==> config.mk <==
export PLATFORM = sky130hd
export DESIGN_NAME = fetch_stage
export DESIGN_NICKNAME = d
export VERILOG_FILES = /design/src/rtl/pipeline_pkg.sv /design/src/rtl/sat_counter.sv /design/src/rtl/fetch_stage.sv
export SDC_FILE = /design/constraint.sdc
export NUM_CORES = 1
export LEC_CHECK = 0
export ABC_AREA = 1
export CAP_MARGIN = 40
export CORE_MARGIN = 1.5
export CORE_UTILIZATION = 25
export CTS_BUF_LIST = sky130_fd_sc_hd__clkbuf_16
export DETAILED_ROUTE_END_ITERATION = 16
export MAX_ROUTING_LAYER = met4
export PLACE_DENSITY = 0.5
export SYNTH_ARGS = -nofsm -noshare
export SYNTH_HDL_FRONTEND = slang
export SYNTH_SLANG_ARGS = --single-unit
==> constraint.sdc <==
create_clock -name clk -period 1.6 [get_ports clk]
set_input_delay 0.24 -clock clk [delete_from_list [all_inputs] [get_ports clk]]
set_output_delay 0.24 -clock clk [all_outputs]
set_load 0.01 [all_outputs]
==> src/rtl/pipeline_pkg.sv <==
// Shared definitions for the 5-stage ARM-subset pipeline: address/data widths,
// PC increment, fetch-stage state encodings and the NOP instruction word.
package pipeline_pkg;

    localparam int AW     = 8;
    localparam int DW     = 32;
    localparam int PC_INC = 4;
    localparam int CW     = 16;

    localparam logic [31:0] NOP_INSTR = 32'h0000_0000;

    // Action taken by the fetch stage at the last clock edge.
    typedef enum logic [1:0] {
        FETCH_RUN   = 2'b00,
        FETCH_STALL = 2'b01,
        FETCH_FLUSH = 2'b10
    } fetch_state_t;

    // Branch targets must be word aligned; the two low bits are dropped.
    function automatic logic [AW-1:0] align_word(input logic [AW-1:0] addr);
        return {addr[AW-1:2], 2'b00};
    endfunction

endpackage

==> src/rtl/sat_counter.sv <==
// Saturating up-counter: increments on inc, sticks at all-ones, synchronous
// active-low clear.
module sat_counter #(
    parameter int CW = 16
) (
    input  logic          clk,
    input  logic          reset,
    input  logic          inc,
    output logic [CW-1:0] count
);

    // Count up on request, never wrap past the maximum value.
    always_ff @(posedge clk) begin
        if (!reset) begin
            count <= '0;
        end else if (inc && (count != {CW{1'b1}})) begin
            count <= count + {{(CW-1){1'b0}}, 1'b1};
        end
    end

endmodule

==> src/rtl/fetch_stage.sv <==
// Instruction-fetch stage with IF/ID pipeline register.
// Owns the PC (drives the combinational ROM), captures {instruction, pc, pc+4}
// into IF/ID, obeys hazard stall enables and branch redirects, and keeps
// fetch / bubble performance counters.
//
// Flow control: there is no valid/ready pair here. enable_ifid acts as the
// downstream "ready" (0 = decode cannot accept, IF/ID and PC both hold so no
// fetch is lost); enable_pc gates only the PC (0 with enable_ifid=1 inserts a
// NOP bubble). ifid_valid is the "valid" qualifier of what sits in IF/ID.
// branch_taken overrides both enables and flushes IF/ID.
module fetch_stage #(
    parameter int AW     = pipeline_pkg::AW,
    parameter int DW     = pipeline_pkg::DW,
    parameter int PC_INC = pipeline_pkg::PC_INC,
    parameter int CW     = pipeline_pkg::CW
) (
    input  logic          clk,
    input  logic          reset,
    input  logic          enable_pc,
    input  logic          enable_ifid,
    input  logic          branch_taken,
    input  logic [AW-1:0] branch_target,
    input  logic [DW-1:0] rom_instruction,
    output logic [AW-1:0] pc,
    output logic [DW-1:0] ifid_instruction,
    output logic [AW-1:0] ifid_pc,
    output logic [AW-1:0] ifid_pc_plus4,
    output logic          ifid_valid,
    output logic [1:0]    fetch_state,
    output logic [CW-1:0] fetch_count,
    output logic [CW-1:0] bubble_count
);

    import pipeline_pkg::*;

    localparam logic [AW-1:0] PC_STEP = AW'(PC_INC);
    localparam logic [DW-1:0] NOP_WORD = DW'(NOP_INSTR);

    fetch_state_t  state_q;
    logic [AW-1:0] pc_next_seq;
    logic [AW-1:0] target_aligned;

    // Per-edge action, mutually exclusive, in priority order.
    logic act_flush;
    logic act_hold;
    logic act_bubble;
    logic act_fetch;

    assign pc_next_seq    = pc + PC_STEP;
    assign target_aligned = {branch_target[AW-1:2], 2'b00};

    // Decode which of the four actions applies this cycle (first match wins).
    always_comb begin
        act_flush  = 1'b0;
        act_hold   = 1'b0;
        act_bubble = 1'b0;
        act_fetch  = 1'b0;
        if (branch_taken) begin
            act_flush = 1'b1;
        end else if (!enable_ifid) begin
            act_hold = 1'b1;
        end else if (!enable_pc) begin
            act_bubble = 1'b1;
        end else begin
            act_fetch = 1'b1;
        end
    end

    // PC register, IF/ID register and fetch state, all updated together.
    always_ff @(posedge clk) begin
        if (!reset) begin
            pc               <= '0;
            ifid_instruction <= NOP_WORD;
            ifid_pc          <= '0;
            ifid_pc_plus4    <= '0;
            ifid_valid       <= 1'b0;
            state_q          <= FETCH_RUN;
        end else if (act_flush) begin
            pc               <= target_aligned;
            ifid_instruction <= NOP_WORD;
            ifid_pc          <= '0;
            ifid_pc_plus4    <= '0;
            ifid_valid       <= 1'b0;
            state_q          <= FETCH_FLUSH;
        end else if (act_hold) begin
            state_q          <= FETCH_STALL;
        end else if (act_bubble) begin
            ifid_instruction <= NOP_WORD;
            ifid_pc          <= '0;
            ifid_pc_plus4    <= '0;
            ifid_valid       <= 1'b0;
            state_q          <= FETCH_STALL;
        end else begin
            pc               <= pc_next_seq;
            ifid_instruction <= rom_instruction;
            ifid_pc          <= pc;
            ifid_pc_plus4    <= pc_next_seq;
            ifid_valid       <= 1'b1;
            state_q          <= FETCH_RUN;
        end
    end

    assign fetch_state = state_q;

    sat_counter #(.CW(CW)) u_fetch_count (
        .clk   (clk),
        .reset (reset),
        .inc   (act_fetch),
        .count (fetch_count)
    );

    sat_counter #(.CW(CW)) u_bubble_count (
        .clk   (clk),
        .reset (reset),
        .inc   (act_flush | act_bubble),
        .count (bubble_count)
    );

endmodule

* After elaboration in Yosys (flattened, before gate mapping)
Cells that the tools add are included.
** Operators by class
- $add $sub $neg :: 3
- Eq/ne operators :: 4
- Muxes and demuxes :: 19
- Bitwise gates (word level) :: 4
- Reductions and logical operators :: 5
** Operator list (number)
- $mux 8 :: 5
- $add 16x1->16 const B :: 2
- $mux 32 :: 1
- $ne 16x16->1 const B :: 2
- $mux 1 :: 12
- $add 8x3->8 const B :: 1
- $ne 2x2->1 const B :: 2
- $reduce_and 2->1 :: 2
- $not 1->1 :: 3
- $logic_and 1x1->1 :: 2
- $mux 2 :: 1
- $reduce_or 2->1 :: 1
- $or 1x1->1 :: 1
** Word-level totals
- Register bits after elaboration :: 91
- Output and inout bits :: 91
- Logic and storage cells :: 45

* Longest topological paths before layout
Gate-level depths: netlist of run 1.
- Depth after elaboration :: 6
- Mapped depth :: 10
- Mapped depth without buffers :: 10

* Hierarchy
A second synthesis of run 1 with hierarchy kept.
** Second synthesis, totals
- Cell total of the unflattened synthesis :: 561
- Area total of the unflattened synthesis :: 4165.2 um^2
** By module, submodules not included
- fetch_stage :: instances 1, cells each 263, area an instance 2173.3 um^2
- sat_counter :: instances 2, cells each 149, area an instance 996.0 um^2

* Worst setup path after synthesis of run 1
OpenSTA, ideal clock, no wires.
- Path kind :: reg-to-reg
- Start point :: register u_bubble_count.count[0]
- End point :: register u_bubble_count.count[11]
- Setup time :: 0.135 ns
- Arrival :: 1.444 ns
- Required time :: 1.465 ns
- Setup slack :: 0.021 ns
- Cell stages (with the launch flop) :: 10
- Path buffers :: 1
- Period minus slack after synthesis :: 1.579 ns
- Cell sequence :: dfxtp_1 > ha_1 > inv_1 > nor2_1 > nand2_1 > nor2_1 > nor2_4 > buf_6 > nand2_1 > a21oi_2
** Between the ends
- Word-level cells in the longest chain between the ends :: 2
- Elaborated cells between the ends (all ways) :: 3
** Ends and longest elaborated chain
- from (decl) :: line sat_counter.sv:9 : output logic [CW-1:0] count
- from (signal assigned) :: line sat_counter.sv:17 : count <= count + {{(CW-1){1'b0}}, 1'b1};
- branches (longest 2 deep; another with $add 16x1->16)
Parallel ways; which one is timed is not known.
A chain may end at the register's enable or synchronous reset.

* Final worst setup path of run 1
- Start point :: register u_fetch_count.count[10]
- End point :: output fetch_count[10]
** RTL lines
- from (decl) :: line sat_counter.sv:9
- from (signal assigned) :: line sat_counter.sv:17
- to (decl) :: line fetch_stage.sv:30 : output logic [CW-1:0] fetch_count,
No word-level cell between the ends.

==> results of run 1 <==
==> layout make-up <==
| cell class | instances | area [um^2] |
|---|---|---|
| well taps | 211 | 264 |
| repair buffers | 164 | 1610 |
| multi-input cells | 419 | 1990 |
| clock buffers | 9 | 225 |
| inverters | 40 | 150 |
| clock inverters | 7 | 95.1 |
| fillers | 1608 | 9270 |
| flip-flops and latches | 85 | 1720 |
==> synthesized netlist by cell type (all sizes together) <==
cell and n:
a21oi 73, a31oi 2, buf 21, clkbuf 6, clkinv 1, conb 1
dfxtp 85, ha 3, inv 39, nand2 211, nand3 26, nand3b 2
nand4 9, nor2 58, nor3 3, o21ai 10, o221ai 1, o31ai 1
or2 1, xnor2 3, xor2 10
==> state kept, by name (all words and copies together) (netlist names) <==
signal                cells
u_fetch_count.count      16
pc                        6
fetch_state               2
u_bubble_count.count     16
ifid_valid                1
ifid_instruction         32
ifid_pc                   6
ifid_pc_plus4             6
==> metrics by stage <==
step | utilization (%) | setup TNS, ns | hold slack (ns)
3_5_place_dp | 37.1 | -2.37 | 0.456
3_3_place_gp | 37.1 | -2.18 | 0.451
5_1_grt | 39.5 | 0 | 0.448
4_1_cts | 39.1 | 0 | 0.431
6_report | 39.5 | 0 | 0.447
2_1_floorplan | - | 0 | 0.352
==> worst max path at each step <==
stage / to / slack [ns] / cells past startpoint
6_report: fetch_count[10] / 0.04 / 1
5_1_grt: u_bubble_count.count[13] / 0.0003 / 9
4_1_cts: fetch_count[13] / 0.003 / 1
3_5_place_dp: u_fetch_count.count[0] / -0.09 / 7
3_3_place_gp: u_fetch_count.count[0] / -0.09 / 7
2_1_floorplan: u_bubble_count.count[11] / 0.02 / 9
==> logic make-up after synthesis <==
group / after synthesis
flops: 85
buf+inv: 67
simple gates: 310
fa+ha+maj: 3
xor+xnor: 13
compound gates: 87
other cells: 1
==> layout by cell type, fill, tap and decap left out, drive strengths merged, types with 6 or more instances in the layout <==
cell,Yosys,layout
nand4,9,9
dfxtp,85,85
nor2,58,58
clkdlybuf4s50,0,105
inv,39,42
dlymetal6s2s,0,6
nand2,211,211
nand3,26,26
conb,1,6
o21ai,10,10
xor2,10,10
a21oi,73,73
clkbuf,6,9
buf,21,37
dlygate4sd2,0,16
==> power by group <==
part           switching, W  internal, W
clock              0.000901      0.00138
sequential        0.0000430      0.00218
combinational      0.000290     0.000311
total               0.00123      0.00387
==> metal layers <==
metal | up-vias | GRT usage, % | part of all wire (%)
li1 | 2093 | - | -
met1 | 1823 | 17.5 | 47
met2 | 105 | 24.3 | 46
met3 | 9 | 4.24 | 5.2
met4 | 0 | 3.44 | 0.90
met5 | - | - | 0
==> timing repair <==
action,in CTS,in global routing
gates resized for setup,26,21
buffers inserted,0,0
endpoints found under the setup margin,22,38
==> flow_summary.toml, run 1 <==
[yosys]
synth-compound-area-share_pct = 12.7
post_synth_mux_area_share_pct = 0
ys_warn_count = 0
synth_top_family_by_area = "simple AND/OR/NAND/NOR gates"
synthCells = 566
syn_area_per_cell_um2 = 6.96
synth_adder_area_share_pct = 0.953
yosysTopAreaCell = "dfxtp_1"
synth-xor-area-share_pct = 2.89
syn_area_um2 = 3940
synth.distinct_cells = 31
synthTopCellsByArea = "dfxtp_1 (43%), nand2_1 (20%), a21oi_1 (7.8%)"
synth_top_area_share_pct = 43.2
ys_seq_area_share_pct = 43.2
synth-simple-area-share_pct = 32.2
synth-seq-cells = 85

[power]
ir_worst_vdd_mv = 0.890
leakagePower_nw = 2.46
powerDensity_nw_per_um2 = 843
totalPowerFinal_w = 0.00510

[setup_path]
crit_start = "u_fetch_count.count[10]"
cp_num_buf_inv = 1
cp.required_ns = 1.36
worst_r2r_path_depth = 9
end_kind = "output pin"
rr_startpoint = "u_fetch_count.count[0]"
path_max_fanout = 4
critPathLaunchType = "register"
path_class = "reg -> out"
cp_cell_sequence = "clkdlybuf4s50_1"
arrival_ns = 1.32
max_stage_delay_ns = 0.57
reg2reg_to = "u_fetch_count.count[13]"
reg2reg_slack_ns = 0.13
critical_path.top_delay_family = "buffers and inverters"
slowest_stage = "clkdlybuf4s50_1"

[sta]
fin_crit_ns = 1.56
fin_skew_ns = 0.00542
final.setup.worst_slack_ns = 0.0353
period_share_pct = 97.8
clock.fmax_ghz = 0.639
grt_setup_unrepaired = "false"
hold_viol = 0
slew_viol_final = 0
finalSetupViolCount = 0

[cts]
insertion_delay_ns = 0.34
hold_buffers = 0
cts-htree-levels = 3
cts_buffer_depth = 2
clk_pin_slew_ns = 0.07
cts_tree = "done"
root_buffer = "clkbuf_16"
cts.sinks = 85
numCtsBuffers = 9

[placed_design]
dpl_cell_area_um2 = 5670
io_buffers = 127
dp_hpwl_um = 8410
dp_cells = 919
pre_cts_slack_ns = -0.0925
gp_congestion = 0.810

[global_routing]
grt_start_max_net_pins = 46
first_global_vias = 3879
grt_pass1_wl_um = 18700
grt-ovfl-total = 0
grt_use_total_pct = 14.6
antenna_found_initial = 0

[cells_and_area]
diodes = 0
stdcell_area_um2 = 6050
drive_gt1_share_pct = 14.5
area_delta_synth_final_pct = 53.6
stdcell_count = 935
nets = 767

[die]
fp.dieW_um = 129
die_y_um = 129
row_count = 45
core-area_um2 = 15300
start_util_pct = 25.7
boundaryPins = 136
die_area_um2 = 16500

[status]
run_status = "finished clean"

[flow_run]
cap_violations = 0

[routing]
vias_per_cell = 4.31
drt_first_pass_iters = 4
vias = 4030
drt_iter0_markers = 121
wire_per_inst_um = 12.3
drc = 0
ant_nets = 0
postRouteWirelength_um = 11500

[worst_hold_path]
holdPathEnd = "ifid_instruction[23]"
hold_path_depth = 3
holdCritStartpoint = "rom_instruction[23]"
hold_class = "in -> reg"
Power figures use the tool's default switching activity.
==> run 2, diff against run 1 <==
--- a/config.mk
+++ b/config.mk
@@ -9,7 +9,7 @@
 export CAP_MARGIN = 40
 export CORE_MARGIN = 1.5
 export CORE_UTILIZATION = 25
-export CTS_BUF_LIST = sky130_fd_sc_hd__clkbuf_16
+export CTS_BUF_LIST = sky130_fd_sc_hd__clkbuf_4 sky130_fd_sc_hd__clkbuf_8 sky130_fd_sc_hd__clkbuf_16
 export DETAILED_ROUTE_END_ITERATION = 16
 export MAX_ROUTING_LAYER = met4
 export PLACE_DENSITY = 0.5
==> run 2 against run 1 <==
  * Hold slack worse by 0.0035 ns
  * Count of clock-buffer cells in the layout up 1
  * First-iteration DRC count is 13% higher
  * Largest cell class unchanged
==> flow_summary.toml, run 2 (synthesis gave the netlist of run 1 again) <==
[cells_and_area]
fill_cells = 1605
area_delta_synth_final_pct = 53.9
drive_gt1_share_pct = 14.8
final_common_cell = "nand2_1"
seqCellArea_um2 = 1720
final_core_util_pct = 39.6
mostFrequentLayoutCells = "nand2_1 (207), clkdlybuf4s50_1 (105), dfxtp_1 (70)"
diodes = 0
stdcell_count = 935
reg_top3 = "ifid_instruction: 32 flops, u_bubble_count.count: 16 flops, u_fetch_count.count: 16 flops"
multi_input_area_um2 = 1990
largest_register_ffs = 32
largest_register = "ifid_instruction"
nets = 767

[cts]
cts.sinks = 85
insertion_delay_ns = 0.34
cts_tree = "done"
clk_pin_slew_ns = 0.07
cts_post_setup_buffers_inserted = 0
cts_buffer_depth = 2
cts-htree-levels = 3
root_buffer = "clkbuf_16"
numCtsBuffers = 9

[power]
power.share.switching_pct = 24.0
p_int_w = 0.00391
seqPwrFrac_pct = 43.1
ir_worst_vdd_mv = 0.890
combPwrFrac_pct = 11.7
p_sw_w = 0.00124
powerDensity_nw_per_um2 = 850
leakagePower_nw = 2.46
pwr-share-clk_pct = 45.2

[die]
start_util_pct = 25.7
boundaryPins = 136
die_y_um = 129
fp.dieW_um = 129
core-area_um2 = 15300
die_area_um2 = 16500
row_count = 45

[placed_design]
dp_cells = 919
pre_cts_slack_ns = -0.0925
gp_congestion = 0.810
dp_hpwl_um = 8410
io_buffers = 127

[sta]
final.setup.worst_slack_ns = 0.0345
hold_viol = 0
fin_crit_ns = 1.57
hold_slack_ns = 0.444
grt_setup_unrepaired = "false"
period_share_pct = 97.8
slew_viol_final = 0
clock.fmax_ghz = 0.639
finalSetupViolCount = 0
tns_ns = 0
fin_skew_ns = 0.00677

[setup_path]
worst_r2r_path_depth = 9
path_class = "reg -> out"
rr_startpoint = "u_fetch_count.count[0]"
reg2reg_slack_ns = 0.13
reg2reg_to = "u_fetch_count.count[13]"
cp_cell_sequence = "clkdlybuf4s50_1"
worst-path-stages = 1
slowest_stage = "clkdlybuf4s50_1"
critical_path.top_delay_family = "buffers and inverters"
max_stage_delay_ns = 0.57
cp_num_buf_inv = 1
cp.required_ns = 1.36
crit_path_end = "fetch_count[10]"
crit_start = "u_fetch_count.count[10]"
critPathLaunchType = "register"
end_kind = "output pin"
arrival_ns = 1.33
path_max_fanout = 4

[global_routing]
grt-ovfl-total = 0
grt_use_total_pct = 14.6
grtUsageMet3_pct = 4.24
grt_use_met1_pct = 17.5
grt_pass1_wl_um = 18700
use_met2_pct = 24.3
grt_start_max_net_pins = 46
busiest_layer = "met2"
antenna_found_initial = 0
first_global_vias = 3875

[status]
run_status = "finished clean"

[routing]
postRouteWirelength_um = 11500
vias_per_cell = 4.31
drt_iter0_markers = 137
drc = 0
vias = 4029
ant_nets = 0
drt_first_pass_iters = 4
wire_per_inst_um = 12.3

[worst_hold_path]
hold_class = "in -> reg"
hold_path_depth = 3

[flow_run]
cap_violations = 0
[run 2: worst min path at each step]
stage	start	end
2_1_floorplan	branch_taken	fetch_state[1]
3_3_place_gp	ifid_instruction[21]	ifid_instruction[21]
3_5_place_dp	ifid_instruction[21]	ifid_instruction[21]
4_1_cts	rom_instruction[18]	ifid_instruction[18]
5_1_grt	rom_instruction[20]	ifid_instruction[20]
6_report	rom_instruction[23]	ifid_instruction[23]
[run 2: through the flow]
| stage | total power [W] | cell area [um^2] |
|---|---|---|
| finish | 0.00515 | 6060 |
| global placement | 0.00287 | 5670 |
| detailed placement | 0.00288 | 5670 |
| CTS | 0.00525 | 6000 |
| global route | 0.00539 | 6060 |
| floorplan | 0.00253 | 3960 |
[run 2: final cells by class]
| class | instances | area share (%) |
|---|---|---|
| Inverter | 40 | 2.48 |
| Sequential cell | 85 | 28.4 |
| Multi-Input combinational cell | 419 | 32.8 |
| Tap cell | 211 | 4.36 |
| Clock buffer | 10 | 3.94 |
| Clock inverter | 6 | 1.51 |
| Timing Repair Buffer | 164 | 26.5 |
[run 2: routing by layer]
metal	vias to the layer above	wire length [um]
met2	106	5350
met4	0	104
met3	10	597
li1	2093	-
met1	1820	5470
met5	-	0
[run 2: timing repair]
item,4_1_cts,5_1_grt
setup endpoints to repair,22,38
hold buffers,0,0
resized for setup,26,22
hold endpoints to repair,0,0
[run 2: power groups by stage]
stage                     registers (W)  clock network [W]  logic (W)
after global routing            0.00223            0.00250   0.000662
after global placement          0.00227                  0   0.000607
after CTS                       0.00222            0.00242   0.000609
final                           0.00222            0.00233   0.000601
after detailed placement        0.00227                  0   0.000609
after floorplan                 0.00230                  0   0.000236
==> run 3, diff against run 2 <==
--- a/config.mk
+++ b/config.mk
@@ -11,6 +11,7 @@
 export CORE_UTILIZATION = 25
 export CTS_BUF_LIST = sky130_fd_sc_hd__clkbuf_4 sky130_fd_sc_hd__clkbuf_8 sky130_fd_sc_hd__clkbuf_16
 export DETAILED_ROUTE_END_ITERATION = 16
+export HOLD_SLACK_MARGIN = 0.08
 export MAX_ROUTING_LAYER = met4
 export PLACE_DENSITY = 0.5
 export SYNTH_ARGS = -nofsm -noshare
==> results of run 3 <==
Final layout, timing and power as in run 2 (identical DEF).
